[src/rtl/seq_det_pkg.sv]
// Shared helpers for the sequence-detector family. The KMP transition and
// overlap-fallback functions are evaluated at elaboration only.
package seq_det_pkg;

  localparam int unsigned MAX_PAT_W = 16;
  localparam int unsigned STR_IDX_W = 5;
  localparam int unsigned PAT_IDX_W = 4;

  localparam logic OVL_ON  = 1'b1;
  localparam logic OVL_OFF = 1'b0;

  // Bit i of the pattern in arrival order (i = 0 is the first bit received)
  function automatic logic seq_det_pat_bit(input logic [MAX_PAT_W-1:0] pattern,
                                           input int pat_w, input int i);
    return pattern[PAT_IDX_W'(pat_w - 1 - i)];
  endfunction

  // KMP next state from S_k on bit b: longest pattern prefix that is a suffix of (prefix_k, b)
  function automatic int seq_det_next(input logic [MAX_PAT_W-1:0] pattern,
                                      input int pat_w, input int k, input logic b);
    logic [MAX_PAT_W:0] s;
    logic ok;
    int res;
    s   = '0;
    res = 0;
    for (int i = 0; i < MAX_PAT_W; i++) begin
      if (i < k) s[STR_IDX_W'(i)] = seq_det_pat_bit(pattern, pat_w, i);
    end
    s[STR_IDX_W'(k)] = b;
    for (int j = 1; j <= MAX_PAT_W; j++) begin
      if (j <= k + 1) begin
        ok = 1'b1;
        for (int t = 0; t < MAX_PAT_W; t++) begin
          if (t < j) begin
            if (seq_det_pat_bit(pattern, pat_w, t) != s[STR_IDX_W'(k + 1 - j + t)]) ok = 1'b0;
          end
        end
        if (ok) res = j;
      end
    end
    return res;
  endfunction

  // Longest proper prefix of the pattern that is also a suffix (overlap restart point)
  function automatic int seq_det_fail(input logic [MAX_PAT_W-1:0] pattern, input int pat_w);
    logic ok;
    int res;
    res = 0;
    for (int j = 1; j < MAX_PAT_W; j++) begin
      if (j < pat_w) begin
        ok = 1'b1;
        for (int t = 0; t < MAX_PAT_W; t++) begin
          if (t < j) begin
            if (seq_det_pat_bit(pattern, pat_w, t) != seq_det_pat_bit(pattern, pat_w, pat_w - j + t)) ok = 1'b0;
          end
        end
        if (ok) res = j;
      end
    end
    return res;
  endfunction

endpackage

[src/rtl/sat_counter.sv]
// Saturating up-counter with synchronous reset and clear (clear beats increment).
module sat_counter #(
  parameter int unsigned WIDTH = 8
) (
  input  logic             clk,
  input  logic             rst,
  input  logic             clr,
  input  logic             inc,
  output logic [WIDTH-1:0] q
);

  localparam logic [WIDTH-1:0] Q_MAX = '1;

  // Count register: reset/clear to zero, otherwise increment until all-ones
  always_ff @(posedge clk) begin
    if (rst)                      q <= '0;
    else if (clr)                 q <= '0;
    else if (inc && (q != Q_MAX)) q <= q + WIDTH'(1);
  end

endmodule

[src/rtl/seq_detector_param.sv]
// Parametrised Moore serial sequence detector with run-time overlap select.
// Optional match counter enabled by defining DET_COUNT_EN.
module seq_detector_param
  import seq_det_pkg::*;
#(
  parameter int unsigned             PAT_W   = 4,
  parameter logic [PAT_W-1:0]        PATTERN = 4'b1011,
  parameter int unsigned             CNT_W   = 8,
  parameter int unsigned             ST_W    = $clog2(PAT_W + 1)
) (
  input  logic             clk,
  input  logic             rst,
  input  logic             in_valid,
  input  logic             in_bit,
  input  logic             overlap_en,
  input  logic             count_clr,
  output logic             detected,
  output logic [ST_W-1:0]  prs_st,
  output logic [CNT_W-1:0] det_count
);

  localparam int               PW      = int'(PAT_W);
  localparam logic [15:0]      PAT_EXT = 16'(PATTERN);
  localparam int unsigned      TBL_N   = 2 ** ST_W;
  localparam logic [ST_W-1:0]  S_DET   = ST_W'(PAT_W);
  localparam int               FAIL_ST = seq_det_fail(PAT_EXT, PW);

  // Exits from DETECT: overlap restarts from the border state, otherwise from S0
  localparam logic [ST_W-1:0]  DET_OVL0 = ST_W'(seq_det_next(PAT_EXT, PW, FAIL_ST, 1'b0));
  localparam logic [ST_W-1:0]  DET_OVL1 = ST_W'(seq_det_next(PAT_EXT, PW, FAIL_ST, 1'b1));
  localparam logic [ST_W-1:0]  DET_NOV0 = ST_W'(seq_det_next(PAT_EXT, PW, 0, 1'b0));
  localparam logic [ST_W-1:0]  DET_NOV1 = ST_W'(seq_det_next(PAT_EXT, PW, 0, 1'b1));

  logic [ST_W-1:0] nxt_tbl0 [TBL_N];
  logic [ST_W-1:0] nxt_tbl1 [TBL_N];
  logic [ST_W-1:0] nxt_st;

  // Constant transition table for S0..S(PAT_W-1); unreachable codes fall back to S0
  for (genvar gk = 0; gk < TBL_N; gk++) begin : g_tbl
    if (gk < PAT_W) begin : g_live
      assign nxt_tbl0[gk] = ST_W'(seq_det_next(PAT_EXT, PW, gk, 1'b0));
      assign nxt_tbl1[gk] = ST_W'(seq_det_next(PAT_EXT, PW, gk, 1'b1));
    end else begin : g_dead
      assign nxt_tbl0[gk] = '0;
      assign nxt_tbl1[gk] = '0;
    end
  end

  // State register
  always_ff @(posedge clk) begin
    if (rst) prs_st <= '0;
    else     prs_st <= nxt_st;
  end

  // Next-state logic: advance only on valid bits
  always_comb begin
    nxt_st = prs_st;
    if (in_valid) begin
      if (prs_st == S_DET) begin
        if (overlap_en == OVL_ON) nxt_st = in_bit ? DET_OVL1 : DET_OVL0;
        else                      nxt_st = in_bit ? DET_NOV1 : DET_NOV0;
      end else begin
        nxt_st = in_bit ? nxt_tbl1[prs_st] : nxt_tbl0[prs_st];
      end
    end
  end

  // Moore output decoded from the state register only
  always_comb begin
    detected = (prs_st == S_DET);
  end

`ifdef DET_COUNT_EN
  logic cnt_inc;

  // One count per valid step that lands in DETECT
  assign cnt_inc = in_valid && (nxt_st == S_DET);

  sat_counter #(
    .WIDTH (CNT_W)
  ) u_cnt (
    .clk (clk),
    .rst (rst),
    .clr (count_clr),
    .inc (cnt_inc),
    .q   (det_count)
  );
`else
  logic unused_count_clr;

  // Counter absent: output tied low, clear input has no function
  assign det_count        = '0;
  assign unused_count_clr = count_clr;
`endif

endmodule

[config.mk]
export PLATFORM = sky130hd
export DESIGN_NAME = seq_detector_param
export DESIGN_NICKNAME = d
export VERILOG_FILES = /design/src/rtl/seq_det_pkg.sv /design/src/rtl/sat_counter.sv /design/src/rtl/seq_detector_param.sv
export SDC_FILE = /design/constraint.sdc
export NUM_CORES = 1
export LEC_CHECK = 0
export ABC_AREA = 0
export CAP_MARGIN = 0
export CORE_AREA = 2 2 39 41
export CTS_BUF_LIST = sky130_fd_sc_hd__clkbuf_16
export DETAILED_ROUTE_END_ITERATION = 16
export DIE_AREA = 0 0 41 43
export GPL_TIMING_DRIVEN = 1
export RECOVER_POWER = 50
export SYNTH_ARGS = -nofsm -noshare
export SYNTH_HDL_FRONTEND = slang
export SYNTH_SLANG_ARGS = --single-unit
[constraint.sdc]
create_clock -name clk -period 3.3 [get_ports clk]
set_input_delay 0.33 -clock clk [delete_from_list [all_inputs] [get_ports clk]]
set_output_delay 0.33 -clock clk [all_outputs]
set_load 0.005 [all_outputs]
## Yosys cells after proc, flatten, opt, wreduce, memory -nomap -nowiden

Memory sizes are Yosys's and may differ from the RTL's.
Index checks and enable logic that the tools add are counted.

| word-level totals | value |
|---|---|
| memory bits (read-only) | 48 |
| output and inout port bits | 12 |
| logic and storage cells | 15 |
| register bits | 3 |
| memories | 2 |

| operators by class | value |
|---|---|
| bitwise gates (word level) | 1 |
| magnitude comparators | 1 |
| eq/ne operators | 1 |
| multiplexer cells | 9 |

Memory list:

| name | depth | width | rd ports | clocked after memory_dff | wr ports | line | text |
|---|---|---|---|---|---|---|---|
| (name not given) | 8 | 3 | 1 | 0 | 0 | seq_detector_param.sv:63 | `nxt_st = in_bit ? nxt_tbl1[prs_st] : nxt_tbl0[prs_st];` |
| (name not given) | 8 | 3 | 1 | 0 | 0 | seq_detector_param.sv:63 |  |

Operators by type and width:

| cell | count |
|---|---|
| $mux 3 | 6 |
| $ge 4x4->1 const B | 1 |
| $mux 2 | 2 |
| $not 3->4 | 1 |
| $eq 3x3->1 const B | 1 |
| $mux 1 | 1 |

## Depth between registers and ports, before layout

| logic depth | value |
|---|---|
| word-level depth | 6 |
| mapped depth | 3 |
| mapped depth without buffers | 3 |

## Worst setup path after synthesis

Ideal clock, no wire load.

| path | value |
|---|---|
| path type | register -> register |
| start | register prs_st[1] |
| end | register prs_st[1] |
| arrival | 0.946 ns |
| library setup time | 0.125 ns |
| cell stages (with the launch flop) | 4 |
| setup slack | 2.228 ns |
| path through | dfxtp_1 -> and4bb_2 -> nor4b_1 -> nor3_1 |

| between the ends | value |
|---|---|
| cells in the longest elaborated chain, start to end | 6 |
| elaborated cells between the ends (all ways) | 10 |
| those cells by class | eq/ne (1); mux (6); bitwise (1); memory (2) |

RTL lines:

| item | line | text |
|---|---|---|
| start: declaration | seq_detector_param.sv:18 | `output logic [ST_W-1:0] prs_st,` |
| start signal: assignment | seq_detector_param.sv:52 | `else prs_st <= nxt_st;` |
| $not 3->4 (not written as such) | seq_detector_param.sv:63 |  |
| $mem_v2 8x3 | - |  |
| $mux 3 (not written as such) (2 in a row) | seq_detector_param.sv:63 |  |
| $mux 3 | seq_detector_param.sv:63 |  |
| $mux 3 * | seq_detector_param.sv:59 | `if (prs_st == S_DET) begin` |

Mark *: on every way between the ends. The rest lies on a longest branch, timed or not. The select of a mux whose other input is x is not followed.
A chain may end at the register's enable or synchronous reset.

## Worst setup path after layout

| path | value |
|---|---|
| start | register prs_st[2] |
| end | output port detected |

| between the ends | value |
|---|---|
| cells in the longest elaborated chain, start to end | 1 |

RTL lines:

| item | line | text |
|---|---|---|
| $eq 3x3->1 | seq_detector_param.sv:70 | `detected = (prs_st == S_DET);` |
| end: declaration | seq_detector_param.sv:17 | `output logic detected,` |

No other way between the ends.

==> flow_summary.json <==
{
  "synthesis.area_um2": 225,
  "place_hpwl_um": 334,
  "setup_viol": 0,
  "grt_pass1_wl_um": 772,
  "rrSetupSlack_ns": 2.13,
  "cts_num_sinks": 3,
  "crit_buf_inv": 1,
  "grt_pass1_vias": 177,
  "design_power_total_mw": 0.250,
  "synth_seq_cells": 3,
  "slew_viol_final": 0,
  "cts.clk_slew.worst_paths_ns": 0.03,
  "path_cells": "nor3b_1 > clkdlybuf4s50_1",
  "cts_tree": "built",
  "die_h_um": 43,
  "yosysSeqAreaShare": 0.267,
  "synth.distinct_cells": 17,
  "setup_tns_ns": 0,
  "reg2reg_depth": 3,
  "crit_type": "register to output port",
  "syn_inst": 26,
  "outcome": "finished, final reports clean",
  "finalNetCount": 44,
  "drive_gt1_frac": 0.135,
  "cts_buffer_depth": 2,
  "synth.top_cell.area_share": 0.267,
  "cap_violations": 0,
  "slowest_stage": "clkdlybuf4s50_1",
  "root_buffer": "clkbuf_16",
  "postCtsResizedCells": 0,
  "final_util": 0.268,
  "h-tree-depth": 1,
  "rows": 14,
  "yosysTopAreaCell": "dfxtp_1",
  "vias_per_cell": 3.83,
  "hold_buffers": 0,
  "stdcell_count": 53,
  "cts_inserted_buffers": 3,
  "post-route-period-util": 0.513,
  "startpoint": "prs_st[2]$_SDFFE_PP0P_",
  "end_kind": "output port",
  "layout_min_cycle_time_ns": 1.69,
  "rr_startpoint": "prs_st[1]$_SDFFE_PP0P_",
  "antenna_found_initial": 0,
  "yosysWarnings": 0,
  "grt_max_degree": 9,
  "postSynthAreaPerCell_um2": 8.66,
  "place.gp.congestion": 0.618,
  "wirelength_um": 493,
  "postRouteAntennaNets": 0,
  "hold_violations": 0,
  "worstPathRequired_ns": 2.97,
  "crit_family": "buffers and inverters",
  "overflow": 0,
  "crit_path_max_fanout": 8,
  "wl_per_cell_um": 9.30,
  "peakVddDrop_v": 0.000158,
  "p_leak_nw": 0.148,
  "start_util": 0.163,
  "drc_errors": 0,
  "diodes": 0,
  "drtIter0Drc": 2,
  "ios": 18,
  "critPathArrivalTime_ns": 1.36,
  "core-area_mm2": 0.00138,
  "rsz0062_at_grt": "no",
  "slowest_delay_ns": 0.52,
  "powerDensity_mw_per_mm2": 675,
  "ys_top_cells_by_area": "dfxtp_1, buf_4, and4bb_2",
  "min_path_type": "register to register",
  "startpoint_type": "register",
  "fmax_mhz": 590,
  "layout_commonest_cell": "conb_1",
  "r2r_end": "prs_st[1]$_SDFFE_PP0P_",
  "grt.total_usage": 0.0762,
  "largest_register_ffs": 3,
  "postCtsSetupBuffers": 0,
  "area_delta_synth_final_pct": 64.4,
  "path_depth": 2,
  "largestRegisters": "prs_st: 3 flops",
  "skew_ns": 0.00235,
  "clock_latency_ns": 0.22,
  "fp.dieW_um": 41,
  "setup.worst_path.end": "detected",
  "dp_cells": 49,
  "drt_first_pass_iters": 3,
  "vias": 203,
  "io_buffer_count": 8,
  "layout_common_cells": "conb_1, clkdlybuf4s50_1, clkbuf_16, dfxtp_1",
  "top_register": "prs_st",
  "dieArea_mm2": 0.00176
}
## layer usage
layer / vias to the layer above / track usage / routed length (um)
li1: 100 / - / -
met1: 88 / 0.0735 / 177
met2: 13 / 0.0875 / 219
met3: 2 / 0.0524 / 73
met4: 0 / 0.100 / 22
met5: - / 0 / 0
## logic make-up (layout without fill, tap and decap cells)
family          count (synthesis)  after routing  synth area share
other cells                     1              8            0.0167
buf+inv                         8             12             0.267
simple gates                    9              9             0.306
flops                           3              3             0.267
compound gates                  5              5             0.144
## final cells by class
class,count,area [um2]
Clock inverter,1,3.75
Fill cell,159,1010
Timing Repair Buffer,8,80.1
Clock buffer,3,75.1
Multi-Input combinational cell,22,131
Tap cell,16,20.0
Sequential cell,3,60.1
## per-stage QoR
| stage | hold slack, ns | setup WS [ns] | cell area, um2 |
|---|---|---|---|
| 2_1_floorplan | 0.399 | 2.23 | 251 |
| 3_3_place_gp | 0.559 | 1.70 | 292 |
| 3_5_place_dp | 0.560 | 1.66 | 292 |
| 4_1_cts | 0.560 | 1.59 | 370 |
| 5_1_grt | 0.604 | 1.49 | 370 |
| 6_report | 0.557 | 1.61 | 370 |
## worst min-delay path by stage
stage / end / from / cells past startpoint / slack, ns
floorplan: prs_st[2]$_SDFFE_PP0P_ / rst / 1 / 0.40
global placement: prs_st[2]$_SDFFE_PP0P_ / prs_st[0]$_SDFFE_PP0P_ / 2 / 0.56
detailed placement: prs_st[2]$_SDFFE_PP0P_ / prs_st[0]$_SDFFE_PP0P_ / 2 / 0.56
CTS: prs_st[2]$_SDFFE_PP0P_ / prs_st[0]$_SDFFE_PP0P_ / 2 / 0.56
global route: prs_st[2]$_SDFFE_PP0P_ / prs_st[0]$_SDFFE_PP0P_ / 2 / 0.60
finish: prs_st[2]$_SDFFE_PP0P_ / prs_st[0]$_SDFFE_PP0P_ / 2 / 0.56
## worst reg2reg max path, cell delays in order (launching register included)
cell	delay (ns)
dfxtp_1	0.42
and4bb_2	0.25
nor4b_1	0.29
nor3_1	0.09
## cells in the mapped netlist
| cell | count |
|---|---|
| nor4b_1 | 1 |
| or3b_1 | 1 |
| nand3_1 | 1 |
| dfxtp_1 | 3 |
| a31oi_1 | 1 |
| and4bb_2 | 1 |
| o21ai_0 | 1 |
| nand2_1 | 1 |
| and3b_2 | 1 |
| a311oi_1 | 1 |
| conb_1 | 1 |
| buf_4 | 8 |
| o211ai_1 | 1 |
| or2b_1 | 1 |
| nor3_1 | 1 |
| nor3b_1 | 1 |
| a21oi_1 | 1 |
## power breakdown
group | internal [mW] | switching (mW)
registers | 0.0384 | 0.00316
logic | 0.0104 | 0.00719
clock network | 0.156 | 0.0346
total | 0.205 | 0.0449
No activity file was read; power rests on OpenSTA's default activity.
